--- src/rtl/fetch_unit.sv ---
// -----------------------------------------------------------------------------
// fetch_unit
//
// Instruction fetch sequencer. On a fetch request it issues one read to the
// instruction memory at the current program counter, waits for the
// acknowledge, and then loads the returned word into the instruction register
// and advances the program counter. A taken branch can redirect the program
// counter while idle, or be held pending while a fetch is in flight.
//
// Optional feature (macro FETCH_TIMEOUT_EN):
//   When defined, a fetch that waits TMO_CYC cycles in WAIT without an
//   acknowledge is abandoned and the sticky fetch_err flag is set. When
//   undefined, WAIT has no limit and fetch_err is constant 0.
//
// Parameters:
//   PC_W     program counter / instruction address width
//   TMO_CYC  WAIT-cycle limit (used only with FETCH_TIMEOUT_EN)
//
// Ports:
//   clk         in   system clock, rising edge
//   rst_f       in   synchronous active-low reset
//   fetch_req   in   one-cycle request to fetch the instruction at pc
//   br_load     in   load pc from br_addr (taken branch)
//   br_addr     in   branch target
//   imem_req    out  instruction memory read request
//   imem_addr   out  read address (pc, stable while imem_req is high)
//   imem_ack    in   read data valid
//   imem_rdata  in   read data
//   ir          out  instruction register
//   opcode      out  ir[31:28]
//   mm          out  ir[27:24]
//   pc          out  program counter
//   fetch_done  out  one-cycle pulse: ir holds a new instruction
//   busy        out  high whenever the sequencer is not idle
//   fetch_err   out  sticky timeout flag
// -----------------------------------------------------------------------------
module fetch_unit #(
    parameter int PC_W    = 16,
    parameter int TMO_CYC = 15
) (
    input  logic            clk,
    input  logic            rst_f,
    input  logic            fetch_req,
    input  logic            br_load,
    input  logic [PC_W-1:0] br_addr,
    output logic            imem_req,
    output logic [PC_W-1:0] imem_addr,
    input  logic            imem_ack,
    input  logic [31:0]     imem_rdata,
    output logic [31:0]     ir,
    output logic [3:0]      opcode,
    output logic [3:0]      mm,
    output logic [PC_W-1:0] pc,
    output logic            fetch_done,
    output logic            busy,
    output logic            fetch_err
);

    localparam logic [1:0] S_IDLE = 2'd0;
    localparam logic [1:0] S_REQ  = 2'd1;
    localparam logic [1:0] S_WAIT = 2'd2;
    localparam logic [1:0] S_DONE = 2'd3;

`ifdef FETCH_TIMEOUT_EN
    localparam bit TMO_EN = 1'b1;
`else
    localparam bit TMO_EN = 1'b0;
`endif

    // Wide enough to hold the value TMO_CYC itself.
    localparam int TMO_W = (TMO_CYC > 1) ? $clog2(TMO_CYC + 1) : 1;

    logic [1:0]      r_state;
    logic [PC_W-1:0] r_pc;
    logic [31:0]     r_ir;
    logic            r_pend;
    logic [PC_W-1:0] r_pend_addr;
    logic            r_err;
    logic [TMO_W-1:0] r_tmo_cnt;

    logic [1:0]       w_state_nxt;
    logic             w_req;
    logic             w_ack;
    logic [PC_W-1:0]  w_pc_after_ack;
    logic [TMO_W-1:0] w_tmo_cnt_inc;
    logic             w_tmo_hit;

    assign w_req = (r_state == S_REQ) || (r_state == S_WAIT);

    // The memory response is only meaningful while a request is outstanding.
    assign w_ack = w_req && imem_ack;

    // A branch arriving in the same cycle as the ack wins over an older
    // pending target, which in turn wins over sequential advance.
    assign w_pc_after_ack = br_load ? br_addr :
                            r_pend  ? r_pend_addr :
                                      r_pc + PC_W'(1);

    assign w_tmo_cnt_inc = r_tmo_cnt + TMO_W'(1);

    // The counter would reach TMO_CYC at this edge: abandon the fetch.
    assign w_tmo_hit = TMO_EN && (r_state == S_WAIT) && !imem_ack &&
                       (w_tmo_cnt_inc == TMO_W'(TMO_CYC));

    // NOTE: every variable assigned in always_comb gets a default first, so no
    // path through the case leaves it unassigned and no latch is inferred.
    always_comb begin
        w_state_nxt = r_state;
        case (r_state)
            S_IDLE: if (fetch_req) w_state_nxt = S_REQ;
            S_REQ:  w_state_nxt = imem_ack ? S_DONE : S_WAIT;
            S_WAIT: begin
                if (imem_ack)       w_state_nxt = S_DONE;
                else if (w_tmo_hit) w_state_nxt = S_IDLE;
            end
            S_DONE: w_state_nxt = S_IDLE;
            default: w_state_nxt = S_IDLE;
        endcase
    end

    // NOTE: sequential state uses non-blocking assignments only, so every
    // register samples the pre-edge values of the others.
    always_ff @(posedge clk) begin
        if (!rst_f) begin
            r_state     <= S_IDLE;
            r_pc        <= '0;
            r_ir        <= '0;
            r_pend      <= 1'b0;
            r_pend_addr <= '0;
            r_err       <= 1'b0;
            r_tmo_cnt   <= '0;
        end else begin
            r_state <= w_state_nxt;

            // Cleared in REQ so the first WAIT cycle starts from zero.
            if (r_state == S_REQ)
                r_tmo_cnt <= '0;
            else if (r_state == S_WAIT && !imem_ack)
                r_tmo_cnt <= w_tmo_cnt_inc;

            if (w_tmo_hit)
                r_err <= 1'b1;

            if (r_state == S_IDLE) begin
                // Direct redirect; also supersedes any stale pending target.
                if (br_load) begin
                    r_pc   <= br_addr;
                    r_pend <= 1'b0;
                end
            end else begin
                if (br_load) begin
                    r_pend      <= 1'b1;
                    r_pend_addr <= br_addr;
                end
                if (w_ack) begin
                    r_ir   <= imem_rdata;
                    r_pc   <= w_pc_after_ack;
                    r_pend <= 1'b0;
                end
            end
        end
    end

    assign imem_req   = w_req;
    assign imem_addr  = r_pc;
    assign ir         = r_ir;
    assign opcode     = r_ir[31:28];
    assign mm         = r_ir[27:24];
    assign pc         = r_pc;
    assign fetch_done = (r_state == S_DONE);
    assign busy       = (r_state != S_IDLE);
    assign fetch_err  = TMO_EN ? r_err : 1'b0;

endmodule

--- config.mk ---
export PLATFORM = sky130hd
export DESIGN_NAME = fetch_unit
export DESIGN_NICKNAME = d
export VERILOG_FILES = /design/src/rtl/fetch_unit.sv
export SDC_FILE = /design/constraint.sdc
export NUM_CORES = 1
export LEC_CHECK = 0
export CELL_PAD_IN_SITES_DETAIL_PLACEMENT = 1
export CELL_PAD_IN_SITES_GLOBAL_PLACEMENT = 1
export CORE_MARGIN = 4
export CORE_UTILIZATION = 34
export CTS_BUF_LIST = sky130_fd_sc_hd__clkbuf_16
export DETAILED_ROUTE_END_ITERATION = 7
export GPL_TIMING_DRIVEN = 0
export PLACE_DENSITY = 0.84
export SYNTH_ARGS = -nofsm -noshare
export SYNTH_HDL_FRONTEND = slang
export SYNTH_SLANG_ARGS = --single-unit
--- constraint.sdc ---
create_clock -name clk -period 4.3 [get_ports clk]
set_clock_uncertainty 0.15 [all_clocks]
set_input_delay 0.43 -clock clk [delete_from_list [all_inputs] [get_ports clk]]
set_output_delay 0.43 -clock clk [all_outputs]
set_load 0.005 [all_outputs]
# Yosys cells after proc, flatten, opt, wreduce, memory -nomap -nowiden
# Index checks and enable logic that the tools add are counted.
# totals
ff_bits,67
input_bits,53
# op_classes
addsub,1
n_eq_ne,6
n_mux,13
n_bitwise,1
reduce_logical,11
# op_table
op,n
2-to-1 mux 16 bit,5
"adder 16 x 1 -> 16 bit, second input constant",1
AND reduction 2 bit,5
case mux 2 bit (4 select lines),1
"!= test 2 bit, second input constant",3
nonzero test 2 bit,3
2-to-1 mux 1 bit,5
"== test 2 bit, second input constant",2
2-to-1 mux 2 bit,2
"== test 2 x 1 -> 1 bit, second input constant",1
zero test 2 bit,1
logical AND 1 bit,1
logical OR 1 bit,1
NOT 1 bit,1

# Longest topological paths before layout
# depth
depth_word,5
depth_mapped,8

# Least setup slack after synthesis
# OpenSTA, ideal clock, no wires.
# synth_timing
path_type,register to register
startpoint,register r_state[0]
endpoint,"register r_pc[13], in the netlist imem_addr[13]"
path_slack_ns,2.425
arrival_time_ns,1.639
path_buffers,1
synth_period_minus_slack_ns,1.875
path_stages_with_launch,8
required_time_ns,4.064
cell_sequence,dfxtp_1 -> inv_1 -> ha_1 -> and3b_1 -> buf_6 -> o21ai_0 -> o22ai_1 -> a211oi_1
# synth_between
elab_chain_cells,5
elab_cells_between_ends,9
classes_between,3 x eq/ne; 1 x mux; 5 x reduce/logical
# synth_lines
item,line_no,text
from (decl),73,logic [1:0] r_state;
from (signal assigned),133,r_state <= w_state_nxt;
== test 2 x 1 -> 1 bit / == test 2 bit (equally long branches),88,assign w_req = (r_state == S_REQ) || (r_state == S_WAIT);
logical OR 1 bit *,88,
named net imem_req,46,"output logic imem_req,"
logical AND 1 bit *,91,assign w_ack = w_req && imem_ack;
nonzero test 2 bit (no line) *,n/a,
AND reduction 2 bit (no line) *,n/a,
to (signal assigned),147,r_pc <= br_addr;
to (signal assigned),157,r_pc <= w_pc_after_ack;
to (decl),74,logic [PC_W-1:0] r_pc;
# Mark *: on every way through the listed nets, which the timed path passes. The rest lies on a longest branch.
# A chain may end at the register's enable or synchronous reset.

# Final worst setup path
# layout_timing
startpoint,register r_state[0]
endpoint,output busy
# layout_between
elab_chain_cells,1
# layout_lines
item,line_no,text
nonzero test 2 bit,171,assign busy = (r_state != S_IDLE);
to (decl),55,"output logic busy,"
# Every way passes these cells.

==> flow_metrics.tcl <==
set metrics [dict create \
    synth_top_area_cell "dfxtp_1" \
    rows 36 \
    htree_levels 3 \
    grt_usage_pct 21.05 \
    arrival_ns 2.00 \
    core_mm2 0.009864 \
    antenna_found_initial 0 \
    relSlewSlack_pct 65.97 \
    slowest_delay_ns 0.55 \
    cts-buffers-inserted 9 \
    cts_resized 0 \
    crit_path_top_delay_cell "clkdlybuf4s50_1" \
    vias 3663 \
    reg2reg_from "r_state[0]$_SDFFE_PN0P_" \
    grt_pass1_wl_um 19630 \
    crit_fanout 10 \
    drt-vias-per-instance 5.188 \
    post_cts_buffers 0 \
    critPathLaunchType "flop" \
    finalSetupViolCount 0 \
    crit_chain "inv_1 -> ha_1 -> buf_2 -> inv_1 -> clkdlybuf4s50_1" \
    seq_power_share_pct 30.1 \
    synthesis.nets 489 \
    path_clk_slew_ns 0.06 \
    clock.fmax_mhz 387.3 \
    cp.required_ns 3.72 \
    p_per_area_mw_per_mm2 574.9 \
    synth_edf_count 0 \
    port_buffers 126 \
    grt_pass1_vias 3807 \
    pwr-share-comb_pct 41.2 \
    ios 129 \
    cp-end-kind "output pin" \
    gr-total-overflow 0 \
    ys.flop_type "dfxtp_1" \
    period_share_pct 60.05 \
    layout-drive-gt1-share_pct 11.17 \
    multiInputGateArea_mm2 0.001768 \
    synth.avg_cell_area_um2 8.085 \
    drt_iter0_markers 200 \
    dpl_cell_area_mm2 0.004912 \
    wirelength_um 12420 \
    fillers 1155 \
    cp_common_cell "inv_1" \
    vdd_drop_max_uv 231.7 \
    internal_power_mw 1.977 \
    setup_tns_ns 0 \
    seq_area_frac_synth_pct 38.49 \
    hold_start "r_pend_addr[2]$_SDFFE_PN0P_" \
    p_switching_mw 1.047 \
    synth_top_area_share_pct 38.49 \
    worst-path-buf-inv 4 \
    dieArea_mm2 0.01193 \
    synth_cell_types 57 \
    root_buffer "clkbuf_16" \
    synth_area_mm2 0.003485 \
    clock_path_buffers 2 \
    p_leak_nw 1.882 \
    p_clk_share_pct 28.7 \
    synth_common_cells "112 x nand2_1, 67 x dfxtp_1, 47 x a21boi_0, 25 x buf_4" \
    min_period_ns 2.582 \
    first_pass_iters 4 \
    postCtsHoldBufs 0 \
    die_x_um 109.2 \
    num_antenna_cells 0 \
    critPathTopFamily "buffers and inverters" \
    hp-class "flop to flop" \
    ys_ff_latch 67 \
    grt_max_degree 14 \
    final_nets 626 \
    hpwl_um 9352 \
    cts_tree "done" \
    synthTopCellsByArea "dfxtp_1 38%, nand2_1 12%, a21boi_0 10%, buf_4 5.4%, o21ai_0 2.2%" \
    swShare_pct 34.63 \
    grt_setup_unrepaired "false" \
    report.final.slew_viol_count 0 \
    critPathKind "flop to output pin" \
    die_h_um 109.2 \
    clkLatencyLatePin_ns 0.33 \
    routedWlPerCell_um 17.59 \
    crit_start "r_state[0]$_SDFFE_PN0P_" \
    hold_viol 0 \
    max_cap_viol_count 0 \
    worst-slew-pin-transition_ns 0.5105 \
    yosysMostFrequentCell "nand2_1" \
    start_util_pct 35.32 \
    async_reset_ff_share_pct 0 \
    status "finished, final reports clean" \
    place.gp.congestion 0.8263 \
    drcViolationCount 0 \
    syn_to_final_growth_pct 50.99 \
    final_area_mm2 0.005261 \
    yosysWarnings 0 \
    regArea_mm2 0.001341 \
    netlist_instances 431 \
    numClockSinks 67 \
    final_antenna_net_count 0 \
]
==> cell type report <==
type,count,share of cell area [%]
repair buffers,126,23.97
flip-flops and latches,67,25.49
plain buffers,54,6.564
well taps,133,3.163
inverters,8,0.5707
clock inverters,7,2.354
clock buffers,9,4.281
multi-input cells,302,33.60
==> per-stage QoR <==
stage | util (%) | std cells | hold WS (ns) | total power, mW | worst slack (ns)
finish | 53.34 | 706 | 0.3143 | 3.024 | 1.718
detailed placement | 49.80 | 690 | 0.3032 | 2.157 | 1.887
global route | 53.34 | 706 | 0.3389 | 3.210 | 1.624
CTS | 53.34 | 706 | 0.3196 | 3.043 | 1.708
global placement | 49.80 | 690 | 0.2956 | 2.103 | 1.914
floorplan | - | 431 | 0.2854 | 1.546 | 2.425
==> power groups by stage <==
stage | sequential [mW] | combinational [mW] | clock [mW]
after floorplan | 0.893 | 0.654 | 0
after global placement | 0.911 | 1.19 | 0
after detailed placement | 0.923 | 1.23 | 0
after CTS | 0.910 | 1.25 | 0.881
after global routing | 0.935 | 1.36 | 0.914
final | 0.911 | 1.25 | 0.868
==> tightest hold or removal path, stage by stage (launching register included) <==
cell and delay, ns:
dfxtp_1 0.30, nand2_1 0.05, a21boi_0 0.06
==> worst paths after layout <==
check / cells past startpoint / slack [ns] / end
worst max-delay path: 5 / 1.72 / busy
worst min register to register: 2 / 0.31 / r_pend_addr[2]$_SDFFE_PN0P_
worst max register to register: 8 / 1.96 / imem_addr[12]$_SDFFE_PN0P_
worst min-delay path: 2 / 0.31 / r_pend_addr[2]$_SDFFE_PN0P_
==> sequential cells by signal, indices dropped and copies added, names as in the netlist <==
signal and cells:
r_pend 1, ir 32, r_pend_addr 16, imem_addr 16, r_state 2
==> logic make-up after synthesis <==
group,count (synthesis),synth area share (%)
flops,67,38.49
xor+xnor,5,1.257
buf+inv,62,10.77
other cells,1,0.1076
mux,2,0.6104
fa+ha+maj,5,1.795
compound gates,110,22.37
simple gates,179,24.60
==> layout by cell type (no fill, tap or decap), types with 6 or more instances in the layout <==
cell type | Yosys | layout
a21boi_0 | 47 | 47
dfxtp_1 | 67 | 67
nor3_1 | 7 | 7
o21ai_0 | 15 | 15
buf_4 | 25 | 25
clkdlybuf4s50_1 | 0 | 126
nand3_1 | 7 | 7
clkbuf_16 | 0 | 9
nor3b_1 | 6 | 6
nor2_1 | 10 | 10
buf_2 | 7 | 7
a211oi_1 | 6 | 6
nand2_1 | 112 | 112
a21oi_1 | 12 | 12
inv_1 | 8 | 8
clkbuf_1 | 15 | 15
nor2b_1 | 6 | 6
==> routing by layer <==
metal | up-vias | track usage (%) | wire length (µm)
li1 | 1735 | - | -
met1 | 1761 | 25.90 | 5075
met2 | 147 | 35.35 | 6234
met3 | 20 | 4.559 | 856
met4 | 0 | 9.083 | 256
met5 | - | 0 | 0
Note: power is estimated with default switching activity, not from simulation.
